<file path="config.mk">
export PLATFORM = sky130hd
export DESIGN_NAME = ppa_sub_pipe
export DESIGN_NICKNAME = d
export VERILOG_FILES = /design/src/rtl/ppa_sub_pipe.sv
export SDC_FILE = /design/constraint.sdc
export NUM_CORES = 1
export LEC_CHECK = 0
export CAP_MARGIN = 20
export CORE_MARGIN = 8
export CORE_UTILIZATION = 59
export DETAILED_ROUTE_END_ITERATION = 10
export GPL_ROUTABILITY_DRIVEN = 0
export MAX_ROUTING_LAYER = met4
export PLACE_DENSITY = 0.84
export SYNTH_ARGS = -nofsm -noshare
export SYNTH_HDL_FRONTEND = slang
export SYNTH_SLANG_ARGS = --single-unit
</file>
<file path="constraint.sdc">
create_clock -name clk -period 4.1 [get_ports clk]
set_clock_uncertainty 0.1 [all_clocks]
set_input_delay 0.82 -clock clk [delete_from_list [all_inputs] [get_ports clk]]
set_output_delay 0.82 -clock clk [all_outputs]
set_load 0.02 [all_outputs]
</file>
<file path="src/rtl/ppa_sub_pipe.sv">
// ---------------------------------------------------------------------------
// ppa_sub_pipe
//   Pipelined WIDTH-bit Kogge-Stone subtractor: diff = a - b - bin, and
//   bout = unsigned borrow out. It is computed as a + ~b + ~bin. It has three
//   register stages and valid/ready handshakes on both sides.
//
//   S1 : p/g/carry-in after pre-processing
//   S2 : group generate/propagate after ceil(rows/2) prefix rows
//   S3 : diff/bout after the remaining rows and post-processing
//
// Optional feature macro: PPA_SUB_FLAGS_EN
//   When this macro is defined, the zero and ovf outputs exist. zero is
//   (diff == 0). ovf is the signed overflow
//   (a_msb ^ b_msb) & (a_msb ^ diff_msb).
//
// Ports
//   clk        in   1      clock, rising edge
//   rst        in   1      synchronous reset, active-high
//   in_valid   in   1      operand pair valid
//   in_ready   out  1      pair accepted this cycle when in_valid is high
//   a          in   WIDTH  minuend
//   b          in   WIDTH  subtrahend
//   bin        in   1      borrow in
//   out_valid  out  1      result valid
//   out_ready  in   1      consumer takes the result this cycle
//   diff       out  WIDTH  (a - b - bin) mod 2^WIDTH
//   bout       out  1      1 when a < b + bin
//   zero       out  1      (PPA_SUB_FLAGS_EN only) diff == 0
//   ovf        out  1      (PPA_SUB_FLAGS_EN only) signed overflow
// ---------------------------------------------------------------------------
module ppa_sub_pipe #(
  parameter int WIDTH = 16
) (
  input  logic             clk,
  input  logic             rst,
  input  logic             in_valid,
  output logic             in_ready,
  input  logic [WIDTH-1:0] a,
  input  logic [WIDTH-1:0] b,
  input  logic             bin,
  output logic             out_valid,
  input  logic             out_ready,
  output logic [WIDTH-1:0] diff,
  output logic             bout
`ifdef PPA_SUB_FLAGS_EN
  ,
  output logic             zero,
  output logic             ovf
`endif
);

  localparam int ROWS    = $clog2(WIDTH);
  localparam int ROWS_S1 = (ROWS + 1) / 2;

  // All stages move together. An empty stage still consumes one advance.
  logic advance;
  assign advance  = ~out_valid | out_ready;
  assign in_ready = advance;

  // ---------------- pre-processing ----------------
  logic [WIDTH-1:0] b_n, pre_p, pre_g, pre_gf;
  logic             pre_cin;

  assign b_n     = ~b;
  assign pre_p   = a ^ b_n;
  assign pre_g   = a & b_n;
  assign pre_cin = ~bin;
  // The carry-in cell (g = ~bin, p = 0) is folded into bit 0 here. This lets
  // the prefix tree cover exactly WIDTH bits, using log2(WIDTH) rows.
  assign pre_gf  = {pre_g[WIDTH-1:1], pre_g[0] | (pre_p[0] & pre_cin)};

  // ---------------- stage registers ----------------
  logic             v1_q, v2_q, v3_q;
  logic [WIDTH-1:0] p1_q, g1_q;
  logic             cin1_q;
  logic [WIDTH-1:0] p2_q, gg2_q, pp2_q;
  logic             cin2_q;
  logic [WIDTH-1:0] diff_q, diff_d;
  logic             bout_q, bout_d;

  // ---------------- prefix rows ----------------
  // Rows below ROWS_S1 take their input from S1. Row ROWS_S1 restarts from
  // the S2 registers. Every other row chains from the row before it.
  genvar gi, gj;
  generate
    for (gi = 0; gi < ROWS; gi++) begin : gen_row
      localparam int DIST = 1 << gi;
      logic [WIDTH-1:0] g_in, p_in, g_out, p_out;

      if (gi == 0) begin : gen_src_s1
        assign g_in = g1_q;
        // Bit 0 now holds the carry-in node, so its propagate is 0.
        assign p_in = {p1_q[WIDTH-1:1], 1'b0};
      end else if (gi == ROWS_S1) begin : gen_src_s2
        assign g_in = gg2_q;
        assign p_in = pp2_q;
      end else begin : gen_src_prev
        assign g_in = gen_row[gi-1].g_out;
        assign p_in = gen_row[gi-1].p_out;
      end

      for (gj = 0; gj < WIDTH; gj++) begin : gen_bit
        if (gj >= DIST) begin : gen_black
          assign g_out[gj] = g_in[gj] | (p_in[gj] & g_in[gj-DIST]);
          assign p_out[gj] = p_in[gj] & p_in[gj-DIST];
        end else begin : gen_pass
          assign g_out[gj] = g_in[gj];
          assign p_out[gj] = p_in[gj];
        end
      end
    end
  endgenerate

  logic [WIDTH-1:0] g_mid, p_mid, g_fin;
  logic             unused_p_fin;

  assign g_mid        = gen_row[ROWS_S1-1].g_out;
  assign p_mid        = gen_row[ROWS_S1-1].p_out;
  assign g_fin        = gen_row[ROWS-1].g_out;
  // No row uses the propagate output of the last row.
  assign unused_p_fin = ^gen_row[ROWS-1].p_out;

  // ---------------- post-processing ----------------
  // G_{i-1} is the carry into bit i. For bit 0 the carry in is cin.
  always_comb begin
    diff_d = p2_q ^ {g_fin[WIDTH-2:0], cin2_q};
    bout_d = ~g_fin[WIDTH-1];
  end

  always_ff @(posedge clk) begin
    if (rst) begin
      v1_q   <= 1'b0;
      v2_q   <= 1'b0;
      v3_q   <= 1'b0;
      p1_q   <= '0;
      g1_q   <= '0;
      cin1_q <= 1'b0;
      p2_q   <= '0;
      gg2_q  <= '0;
      pp2_q  <= '0;
      cin2_q <= 1'b0;
      diff_q <= '0;
      bout_q <= 1'b0;
    end else if (advance) begin
      v1_q   <= in_valid;
      v2_q   <= v1_q;
      v3_q   <= v2_q;
      p1_q   <= pre_p;
      g1_q   <= pre_gf;
      cin1_q <= pre_cin;
      p2_q   <= p1_q;
      gg2_q  <= g_mid;
      pp2_q  <= p_mid;
      cin2_q <= cin1_q;
      diff_q <= diff_d;
      bout_q <= bout_d;
    end
  end

  assign out_valid = v3_q;
  assign diff      = diff_q;
  assign bout      = bout_q;

`ifdef PPA_SUB_FLAGS_EN
  logic amsb1_q, bmsb1_q, amsb2_q, bmsb2_q;
  logic zero_q, ovf_q;

  always_ff @(posedge clk) begin
    if (rst) begin
      amsb1_q <= 1'b0;
      bmsb1_q <= 1'b0;
      amsb2_q <= 1'b0;
      bmsb2_q <= 1'b0;
      zero_q  <= 1'b0;
      ovf_q   <= 1'b0;
    end else if (advance) begin
      amsb1_q <= a[WIDTH-1];
      bmsb1_q <= b[WIDTH-1];
      amsb2_q <= amsb1_q;
      bmsb2_q <= bmsb1_q;
      zero_q  <= (diff_d == '0);
      ovf_q   <= (amsb2_q ^ bmsb2_q) & (amsb2_q ^ diff_d[WIDTH-1]);
    end
  end

  assign zero = zero_q;
  assign ovf  = ovf_q;
`endif

endmodule
</file>
==> flow_summary.html <==
<table>
<tr><th>Metric</th><th>Value</th></tr>
<tr><th colspan="2">Yosys</th></tr>
<tr><td>Synth async-reset ratio</td><td>0</td></tr>
<tr><td>Unique cell type count in the Yosys netlist</td><td>40</td></tr>
<tr><td>Mapped Avg Cell Area</td><td>8.26 um2</td></tr>
<tr><td>Top cell type's share of synthesized area</td><td>0.454</td></tr>
<tr><td>Commonest cells in the synthesized netlist</td><td>nand2_1, dfxtp_1, a21oi_1</td></tr>
<tr><td>Number of instances in the synthesized netlist</td><td>523</td></tr>
<tr><td>Number of warnings issued by yosys</td><td>0</td></tr>
<tr><td>Top post-synthesis cells by area</td><td>dfxtp_1, nand2_1, a21oi_1</td></tr>
<tr><td>Synthesized area</td><td>4320 um2</td></tr>
<tr><td>Sequential element share of the synthesized area</td><td>0.454</td></tr>
<tr><td>Most instantiated flip-flop cell in the synthesis netlist</td><td>dfxtp_1</td></tr>
<tr><td>Number of synthesized register bits</td><td>98</td></tr>
<tr><td>Post-synth top area cell</td><td>dfxtp_1</td></tr>
<tr><td>Post-Syn Nets</td><td>576</td></tr>
<tr><td>Number of enable flip-flop cells after synthesis</td><td>0</td></tr>
<tr><td>Most common cell in the netlist</td><td>nand2_1</td></tr>
<tr><th colspan="2">CTS</th></tr>
<tr><td>Latest clock arrival within the worst-skew pair</td><td>0.36 ns</td></tr>
<tr><td>Number of setup buffers added after CTS</td><td>0</td></tr>
<tr><td>CTS Hold Buffers Added</td><td>0</td></tr>
<tr><td>CTS tree</td><td>yes</td></tr>
<tr><td>Htree depth</td><td>3</td></tr>
<tr><td>Number of buffers on the longest clock path</td><td>2</td></tr>
<tr><td>Number of buffers added by the clock tree synthesis step</td><td>9</td></tr>
<tr><td>CTS clock-pin slew for the worst setup and hold paths</td><td>0.08 ns</td></tr>
<tr><td>Number of instances resized during post-cts repair</td><td>0</td></tr>
<tr><td>CTS Sinks</td><td>98</td></tr>
<tr><td>Clock root cell</td><td>clkbuf_8</td></tr>
<tr><th colspan="2">STA</th></tr>
<tr><td>Minimum clock period after layout</td><td>2.97 ns</td></tr>
<tr><td>Number of failing setup endpoints in the final timing report</td><td>0</td></tr>
<tr><td>Worst Hold Margin</td><td>0.356 ns</td></tr>
<tr><td>Worst slew margin relative to its limit</td><td>0.368</td></tr>
<tr><td>Final period utilization</td><td>0.723</td></tr>
<tr><td>Worst Tran Pin Value</td><td>0.948 ns</td></tr>
<tr><td>Post-route worst setup slack</td><td>1.13 ns</td></tr>
<tr><td>Final hold violations</td><td>0</td></tr>
<tr><td>Max Clk Rate</td><td>0.337 GHz</td></tr>
<tr><td>Unrepaired setup endpoints after global routing</td><td>no</td></tr>
<tr><td>Max-slew violation count</td><td>0</td></tr>
<tr><td>Final setup TNS</td><td>0 ns</td></tr>
<tr><th colspan="2">Worst setup path</th></tr>
<tr><td>Data arrival time at the worst-slack endpoint</td><td>2.05 ns</td></tr>
<tr><td>Kind of end point of the critical path</td><td>output port</td></tr>
<tr><td>Crit Path Category</td><td>in -&gt; out</td></tr>
<tr><td>Req. time, crit path</td><td>3.18 ns</td></tr>
<tr><td>Most repeated library cell on the critical path</td><td>clkdlybuf4s50_1</td></tr>
<tr><td>Dominant delay contributor by cell family on the critical path</td><td>buffers and inverters</td></tr>
<tr><td>Cell with the largest stage delay on the worst path</td><td>clkdlybuf4s50_1</td></tr>
<tr><td>Cell breakdown of the critical path</td><td>clkdlybuf4s50_1, nor2b_4, inv_2, clkdlybuf4s50_1</td></tr>
<tr><td>WP buf/inv</td><td>3</td></tr>
<tr><td>Crit-path max FO</td><td>2</td></tr>
<tr><td>Setup crit start kind</td><td>primary input</td></tr>
<tr><td>Biggest cell delay along the critical path</td><td>0.60 ns</td></tr>
<tr><th colspan="2">Drt</th></tr>
<tr><td>Routed wire length</td><td>9680 um</td></tr>
<tr><td>Pre-antenna DRT Iters</td><td>5</td></tr>
<tr><td>Number of DRC markers in iteration 0</td><td>286</td></tr>
<tr><td>Number of vias after detailed routing</td><td>3761</td></tr>
<tr><td>Total DRC errors in the routed layout</td><td>0</td></tr>
<tr><td>Routed length on met3</td><td>493 um</td></tr>
<tr><td>Detail-routed via count per cell</td><td>5.69</td></tr>
<tr><td>Uppermost signal routing layer after detailed routing</td><td>met4</td></tr>
<tr><td>Mean routed wirelength per cell</td><td>14.7 um</td></tr>
<tr><td>Residual antenna-violating net count after detailed routing</td><td>0</td></tr>
<tr><td>Met2 WL</td><td>4450 um</td></tr>
<tr><td>Wire length the detailed router placed on met1</td><td>4470 um</td></tr>
<tr><th colspan="2">Floorplanning</th></tr>
<tr><td>Die Span X</td><td>102 um</td></tr>
<tr><td>Die Ht</td><td>102 um</td></tr>
<tr><td>Area inside the core boundary</td><td>7180 um2</td></tr>
<tr><td>Row cnt</td><td>31</td></tr>
<tr><td>Initial core utilization</td><td>0.602</td></tr>
<tr><td>Number of top-level pins</td><td>56</td></tr>
<tr><td>Total Die Area</td><td>10300 um2</td></tr>
<tr><th colspan="2">GRT</th></tr>
<tr><td>Maximum number of pins on one net before global-route repair</td><td>105</td></tr>
<tr><td>Antenna violations before repair</td><td>0</td></tr>
<tr><td>Wire length of the first global-routing pass</td><td>16200 um</td></tr>
<tr><td>Tot GR Track Use</td><td>0.202</td></tr>
<tr><td>Number of global-route vias before repair</td><td>3484</td></tr>
<tr><td>Total grt overflow</td><td>0</td></tr>
<tr><th colspan="2">Final layout</th></tr>
<tr><td>Fill count</td><td>568</td></tr>
<tr><td>Share of layout cells above drive strength 1</td><td>0.0480</td></tr>
<tr><td>Layout Area Growth over Synthesis</td><td>16.0%</td></tr>
<tr><td>Diode insertion count for antenna repair</td><td>0</td></tr>
<tr><td>Nets</td><td>611</td></tr>
<tr><td>Finished Core Util</td><td>0.698</td></tr>
<tr><th colspan="2">Placement</th></tr>
<tr><td>Worst slack at placement</td><td>0.997 ns</td></tr>
<tr><td>Buffers added on ports</td><td>55</td></tr>
<tr><td>Placed wire-length estimate</td><td>6620 um</td></tr>
<tr><th colspan="2">Hold path</th></tr>
<tr><td>Worst Hold Class</td><td>reg -&gt; reg</td></tr>
<tr><th colspan="2">Job</th></tr>
<tr><td>Max-cap violations</td><td>0</td></tr>
<tr><th colspan="2">Power and ir drop</th></tr>
<tr><td>Worst ir drop on vdd</td><td>177 uV</td></tr>
<tr><td>Power density relative to cell area</td><td>377 nW/um2</td></tr>
<tr><td>Leakage power summed over all cells</td><td>2.02 nW</td></tr>
<tr><td>Total power of the final layout</td><td>0.00189 W</td></tr>
<tr><th colspan="2">Outcome</th></tr>
<tr><td>Run status</td><td>complete, no violations</td></tr>
</table>
==> power breakdown <==
| group | switching [W] | internal, W |
|---|---|---|
| clock network | 0.000311 | 0.000297 |
| logic | 0.000111 | 0.000114 |
| registers | 0.0000517 | 0.00100 |
==> per-layer routing <==
layer,up-vias,global-route usage
li1,1872,-
met1,1729,0.261
met2,130,0.287
met3,30,0.0412
met4,0,0.109
met5,-,-
==> logic make-up after synthesis <==
logic type / Yosys count / synth area share
buffers and inverters: 53 / 0.0605
XOR/XNOR: 9 / 0.0183
AND/OR/NAND/NOR: 217 / 0.229
flip-flops: 98 / 0.454
adder cells (fa/ha/maj): 16 / 0.0463
AO/OA/AOI/OAI: 130 / 0.191
==> metrics by stage <==
stage / instances / instance area [um2]
finish: 661 / 5010
global route: 661 / 5010
CTS: 661 / 5010
detailed placement: 646 / 4820
global placement: 646 / 4820
floorplan: 523 / 4320
==> cell type report <==
type | count | area, um2 | area share
clock buffers | 13 | 149 | 0.0297
clock inverters | 2 | 37.5 | 0.00749
inverters | 18 | 67.6 | 0.0135
multi-input cells | 372 | 2100 | 0.418
flip-flops and latches | 98 | 1960 | 0.392
well taps | 99 | 124 | 0.0247
repair buffers | 59 | 576 | 0.115
==> tightest hold or removal path, delay by kind of cell, from the launching register on <==
family | cells | cell delay [ns]
AO/OA/AOI/OAI | 1 | 0.05
AND/OR/NAND/NOR | 1 | 0.05
flip-flops | 1 | 0.32
==> flip-flops by register name, summed over array words and instances (netlist names) <==
signal	count
diff	16
g1_q	16
gen_row.g_in	16
p1_q	16
p2_q	16
gen_row.p_in	12
bout	1
cin1_q	1
cin2_q	1
out_valid	1
v1_q	1
v2_q	1
==> worst paths after layout <==
kind             start  endpoint  slack, ns  cells past startpoint
max          out_ready  in_ready       1.13                      4
min               v2_q      v2_q       0.36                      2
max reg2reg  out_valid  diff[15]       1.91                      4
min reg2reg       v2_q      v2_q       0.36                      2
==> cells in the final DEF, fill, tap and decap left out, types with 6 or more instances in the layout <==
master and instances:
a21oi_1 72, ha_1 16, nand2_1 120, nand3_1 6
dfxtp_1 98, xnor2_1 9, nand4_1 9, clkdlybuf4s50_1 54
inv_1 17, and2_1 8, nand3b_1 8, a211oi_1 14
nor3_1 17, a21o_1 15, nor2_1 24, clkbuf_8 10
Power figures use the tool's default switching activity.
